`src/rtl/transmit_buffer.sv`:
```
// Block-to-byte transmit buffer: a DEPTH-deep FIFO of 128-bit blocks feeding a
// serializer that hands one byte at a time to a UART transmitter, MSB byte first.
module transmit_buffer #(
    parameter int DEPTH = 2
) (
    input  logic         clk,
    input  logic         reset,
    input  logic [127:0] block_in,
    input  logic         write_en,
    input  logic         tx_done,
    output logic [7:0]   tx_data,
    output logic         tx_start,
    output logic         empty,
    output logic         full,
    output logic         of,
    output logic         busy,
    output logic         block_done
);

    localparam int AW = $clog2(DEPTH);
    localparam int CW = $clog2(DEPTH + 1);

    typedef enum logic [1:0] {
        S_IDLE,
        S_LOAD,
        S_START,
        S_WAIT
    } state_t;

    state_t         state, state_nx;
    logic [127:0]   mem [DEPTH];
    logic [AW-1:0]  wr_ptr, rd_ptr;
    logic [CW-1:0]  count;
    logic [127:0]   shift_reg;
    logic [3:0]     byte_idx;
    logic           push, pop;
    logic           last_ack;

    assign empty = (count == '0);
    assign full  = (count == CW'(DEPTH));

    // full is sampled before this cycle's pop, so a write during LOAD with a full FIFO is dropped.
    assign push     = write_en && !full;
    assign pop      = (state == S_LOAD);
    assign last_ack = (state == S_WAIT) && tx_done && (byte_idx == 4'd15);

    assign busy       = (state != S_IDLE);
    assign tx_start   = (state == S_START);
    assign block_done = last_ack && !reset;

    // NOTE: the storage array has no reset; the pointers and count alone define its valid contents.
    always_ff @(posedge clk) begin
        if (push) begin
            mem[wr_ptr] <= block_in;
        end
    end

    always_ff @(posedge clk) begin
        if (reset) begin
            wr_ptr <= '0;
            rd_ptr <= '0;
            count  <= '0;
            of     <= 1'b0;
        end else begin
            if (push) begin
                wr_ptr <= wr_ptr + AW'(1);
            end
            if (pop) begin
                rd_ptr <= rd_ptr + AW'(1);
            end
            if (write_en && full) begin
                of <= 1'b1;
            end
            case ({push, pop})
                2'b10:   count <= count + CW'(1);
                2'b01:   count <= count - CW'(1);
                default: count <= count;
            endcase
        end
    end

    // NOTE: sequential state uses non-blocking assignments so every register samples pre-edge values.
    always_ff @(posedge clk) begin
        if (reset) begin
            state <= S_IDLE;
        end else begin
            state <= state_nx;
        end
    end

    // NOTE: next state is defaulted before the case so no path leaves it unassigned (no latch).
    always_comb begin
        state_nx = state;
        case (state)
            S_IDLE:  if (!empty) state_nx = S_LOAD;
            S_LOAD:  state_nx = S_START;
            S_START: state_nx = S_WAIT;
            S_WAIT: begin
                if (tx_done) begin
                    state_nx = (byte_idx == 4'd15) ? S_IDLE : S_START;
                end
            end
            default: state_nx = S_IDLE;
        endcase
    end

    // tx_data is loaded on entry to START so the byte is already valid while tx_start is high,
    // and it then holds until the following START.
    always_ff @(posedge clk) begin
        if (reset) begin
            shift_reg <= '0;
            byte_idx  <= '0;
            tx_data   <= 8'h00;
        end else begin
            if (state == S_LOAD) begin
                shift_reg <= mem[rd_ptr];
                byte_idx  <= '0;
                tx_data   <= mem[rd_ptr][127:120];
            end else if ((state == S_WAIT) && tx_done && (byte_idx != 4'd15)) begin
                shift_reg <= shift_reg << 8;
                byte_idx  <= byte_idx + 4'd1;
                tx_data   <= shift_reg[119:112];
            end
        end
    end

endmodule

```
`config.mk`:
```
export PLATFORM = sky130hd
export DESIGN_NAME = transmit_buffer
export DESIGN_NICKNAME = d
export VERILOG_FILES = /design/src/rtl/transmit_buffer.sv
export SDC_FILE = /design/constraint.sdc
export NUM_CORES = 1
export LEC_CHECK = 0
export BUFFER_PORTS_ARGS = -buffer_cell sky130_fd_sc_hd__clkbuf_2
export CAP_MARGIN = 20
export CORE_MARGIN = 2
export CORE_UTILIZATION = 29
export CTS_BUF_LIST = sky130_fd_sc_hd__clkbuf_4 sky130_fd_sc_hd__clkbuf_8 sky130_fd_sc_hd__clkbuf_16
export CTS_CLUSTER_SIZE = 16
export DETAILED_ROUTE_END_ITERATION = 12
export PLACE_DENSITY = 0.52
export SLEW_MARGIN = 10
export SYNTH_ARGS = -nofsm -noshare
export SYNTH_HDL_FRONTEND = slang
export SYNTH_SLANG_ARGS = --single-unit
```
`constraint.sdc`:
```
create_clock -name clk -period 7.28 [get_ports clk]
set_clock_uncertainty 0.1 [all_clocks]
set_input_delay 1.456 -clock clk [delete_from_list [all_inputs] [get_ports clk]]
set_output_delay 1.456 -clock clk [all_outputs]
set_load 0.01 [all_outputs]
```
==> impl_metrics.ini <==
[worst_setup_path]
path_cells = clkbuf_2, nand3_4, nor3_1, clkbuf_2
crit_required_ns = 5.72
startpoint = tx_done
path_max_fanout = 68
startpoint_type = input pin
crit_path_max_incr_delay_ns = 0.53
criticalPathCategory = input pin to output pin
worst_ep_arrival_time_ns = 2.68
r2r-start = state[0]
cp_slowest_cell = nand3_4
end_kind = output pin
crit_top_cell = clkbuf_2

[cells_and_area]
drive_gt1_share_pct = 28.5
layout.nets = 1417
finalNonFillerCells = 2009
area_growth_pct = 17.2
largest_reg_flops = 256
final.fill_count = 5286

[timing]
fin_crit_sh_pct = 58.1
worstMarginPinSlew_ns = 1.02
finalSetupViolCount = 0
finalSetupTns_ns = 0
max_freq_mhz = 236
hold_violations = 0
grt_setup_unrepaired = false
slew_headroom_pct = 32.1
period_needed_ns = 4.23
slew_violations = 0
worst_slack_ns = 3.05

[synth]
syn-num-nets = 1328
synth-seq-cells = 396
async_flop_share_pct = 0
syn_avg_cell_area_um2 = 13.0
synthFlopType = edfxtp_1
ys_types = 30
yosys_warnings = 0
yosysSeqAreaShare_pct = 67.6
syn_inst = 1194
synth-edff-count = 256
syn-cell-area_um2 = 15500

[clocking]
cts_max_path_buffers = 3
worstSkewPairLatency_ns = 0.56
cts_num_sinks = 396
holdBufCountCts = 0
cts_tree = built
post_cts_buffers = 0
root_buffer = clkbuf_16
numCtsBuffers = 45
htreeDepth = 2
cts_resized = 0
cts.clk_slew.worst_paths_ns = 0.06

[floorplanning]
ios = 146
die_h_um = 235
start_util_pct = 29.4
core_area_um2 = 52800
die_w_um = 235
dieArea_um2 = 55400
rows = 84

[place]
place_ws_ns = 2.99
hpwlAfterDp_mm = 22.3
dp.cells = 1923
place_congestion = 0.741
port_buffers = 145

[grt]
global_route.peak_usage_layer = met2
grt.overflow.total = 0
grt_pass1_wl_mm = 59.4
grt_util_met3_pct = 2.44
use_met1_pct = 18.7
grt_max_degree = 98
met2_usage_pct = 21.5
grt_usage_pct = 13.6
antenna_found_initial = 1
grt_pass1_vias = 10194

[pwr]
pwr-share-seq_pct = 45.7
p_int_mw = 4.93
total_power_mw = 6.94
p_leak_nw = 6.09
ir_worst_vdd_mv = 0.179
p_sw_mw = 2.01
clockPowerShare_pct = 33.2
combPwrFrac_pct = 21.1
power.density_nw_per_um2 = 382
p_sw_share_pct = 29.0

[detailed_routing]
wl_mm = 38.3
wl_per_cell_um = 19.0
via_per_inst = 5.04
initialDrtViolationCount = 677
vias = 10126
antenna_left = 0
drcViolationCount = 0
dr.pass1.iters = 5

[hold_path]
hold_start = shift_reg[41]
hold_class = register to register

[status]
status = complete, no violations

[flow_run]
maxCapViolCount = 0
[cells in the final DEF (no fill, tap or decap), types with 2 or more instances in the layout]
| cell type | synthesis | routed |
|---|---|---|
| nand2_1 | 11 | 11 |
| clkbuf_8 | 0 | 7 |
| a31oi_1 | 120 | 120 |
| edfxtp_1 | 256 | 256 |
| ha_1 | 2 | 2 |
| xnor2_1 | 2 | 2 |
| clkbuf_4 | 0 | 14 |
| clkbuf_16 | 0 | 48 |
| mux2_2 | 128 | 128 |
| and3_4 | 0 | 3 |
| nand3_4 | 0 | 2 |
| inv_1 | 5 | 3 |
| bufinv_16 | 0 | 2 |
| o211ai_1 | 8 | 8 |
| clkinv_2 | 0 | 9 |
| a21oi_1 | 135 | 135 |
| dfxtp_1 | 140 | 139 |
| or3_1 | 5 | 5 |
| buf_4 | 4 | 10 |
| o21ai_0 | 244 | 244 |
| inv_6 | 0 | 2 |
| clkinv_1 | 0 | 3 |
| nand3_1 | 4 | 2 |
| o31ai_1 | 2 | 2 |
| nor2_1 | 6 | 6 |
| clkbuf_2 | 7 | 145 |
[stage by stage]
stage | util, % | hold WS (ns) | area [µm²]
3_5_place_dp | 31.5 | 0.367 | 16600
2_1_floorplan | - | 0.347 | 15500
4_1_cts | 34.4 | 0.375 | 18200
3_3_place_gp | 31.5 | 0.356 | 16600
6_report | 34.5 | 0.373 | 18200
5_1_grt | 34.5 | 0.393 | 18200
[metal layers]
metal  vias up  part of all wire (%)
met5         -                     0
met4         0                   2.5
met3        66                   4.0
met2       246                    46
met1      5046                    47
li1       4768                     -
[worst max-delay path, delay by kind of cell]
| kind | cells | cell delay [ns] |
|---|---|---|
| buf+inv | 2 | 0.32 |
| simple gates | 2 | 0.90 |
[final timing paths]
check	to	slack, ns	depth (start not counted)
max	block_done	3.05	4
min	shift_reg[41]	0.37	2
max reg2reg	count[1]	3.87	6
min reg2reg	shift_reg[41]	0.37	2
[power by group through the flow]
| stage | clock, mW | sequential, mW | combinational (mW) |
|---|---|---|---|
| 6_report | 2.31 | 3.17 | 1.46 |
| 5_1_grt | 2.47 | 3.23 | 1.64 |
| 4_1_cts | 2.38 | 3.18 | 1.50 |
| 3_5_place_dp | 0 | 3.23 | 1.49 |
| 3_3_place_gp | 0 | 3.21 | 1.48 |
| 2_1_floorplan | 0 | 3.10 | 1.18 |
[kinds of logic (layout without fill, tap and decap cells)]
kind of cell	Yosys count	in the layout	share of synthesized area, %
other	0	1	0
buffers and inverters	120	246	4.02
flip-flops	396	396	67.6
adder cells (fa/ha/maj)	2	2	0.161
AO/OA/AOI/OAI	511	511	17.7
AND/OR/NAND/NOR	34	34	1.06
XOR/XNOR	3	3	0.169
multiplexers	128	128	9.29
[synth_stat cells, types with 3 or more instances]
master,n,area (µm²)
inv_1,5,18.8
clkbuf_2,7,35.0
o21ai_0,244,1220
o211ai_1,8,60.1
or3_1,5,31.3
a31oi_1,120,751
and3_1,3,18.8
edfxtp_1,256,7690
nor2_1,6,22.5
dfxtp_1,140,2800
buf_2,40,200
nand2_1,11,41.3
buf_6,13,146
clkbuf_1,49,184
nand3_1,4,20.0
a21oi_1,135,676
buf_4,4,30.0
mux2_2,128,1440
[layout make-up]
cell class / instances / area (µm²) / area share [%]
Antenna cell: 1 / 2.50 / 0.0138
Clock buffer: 69 / 1400 / 7.71
Clock inverter: 15 / 129 / 0.709
Inverter: 6 / 31.3 / 0.172
Multi-Input combinational cell: 678 / 4450 / 24.4
Sequential cell: 396 / 10500 / 57.7
Tap cell: 688 / 861 / 4.73
Timing Repair Buffer: 156 / 821 / 4.51
Note: power is estimated with default switching activity, not from simulation.
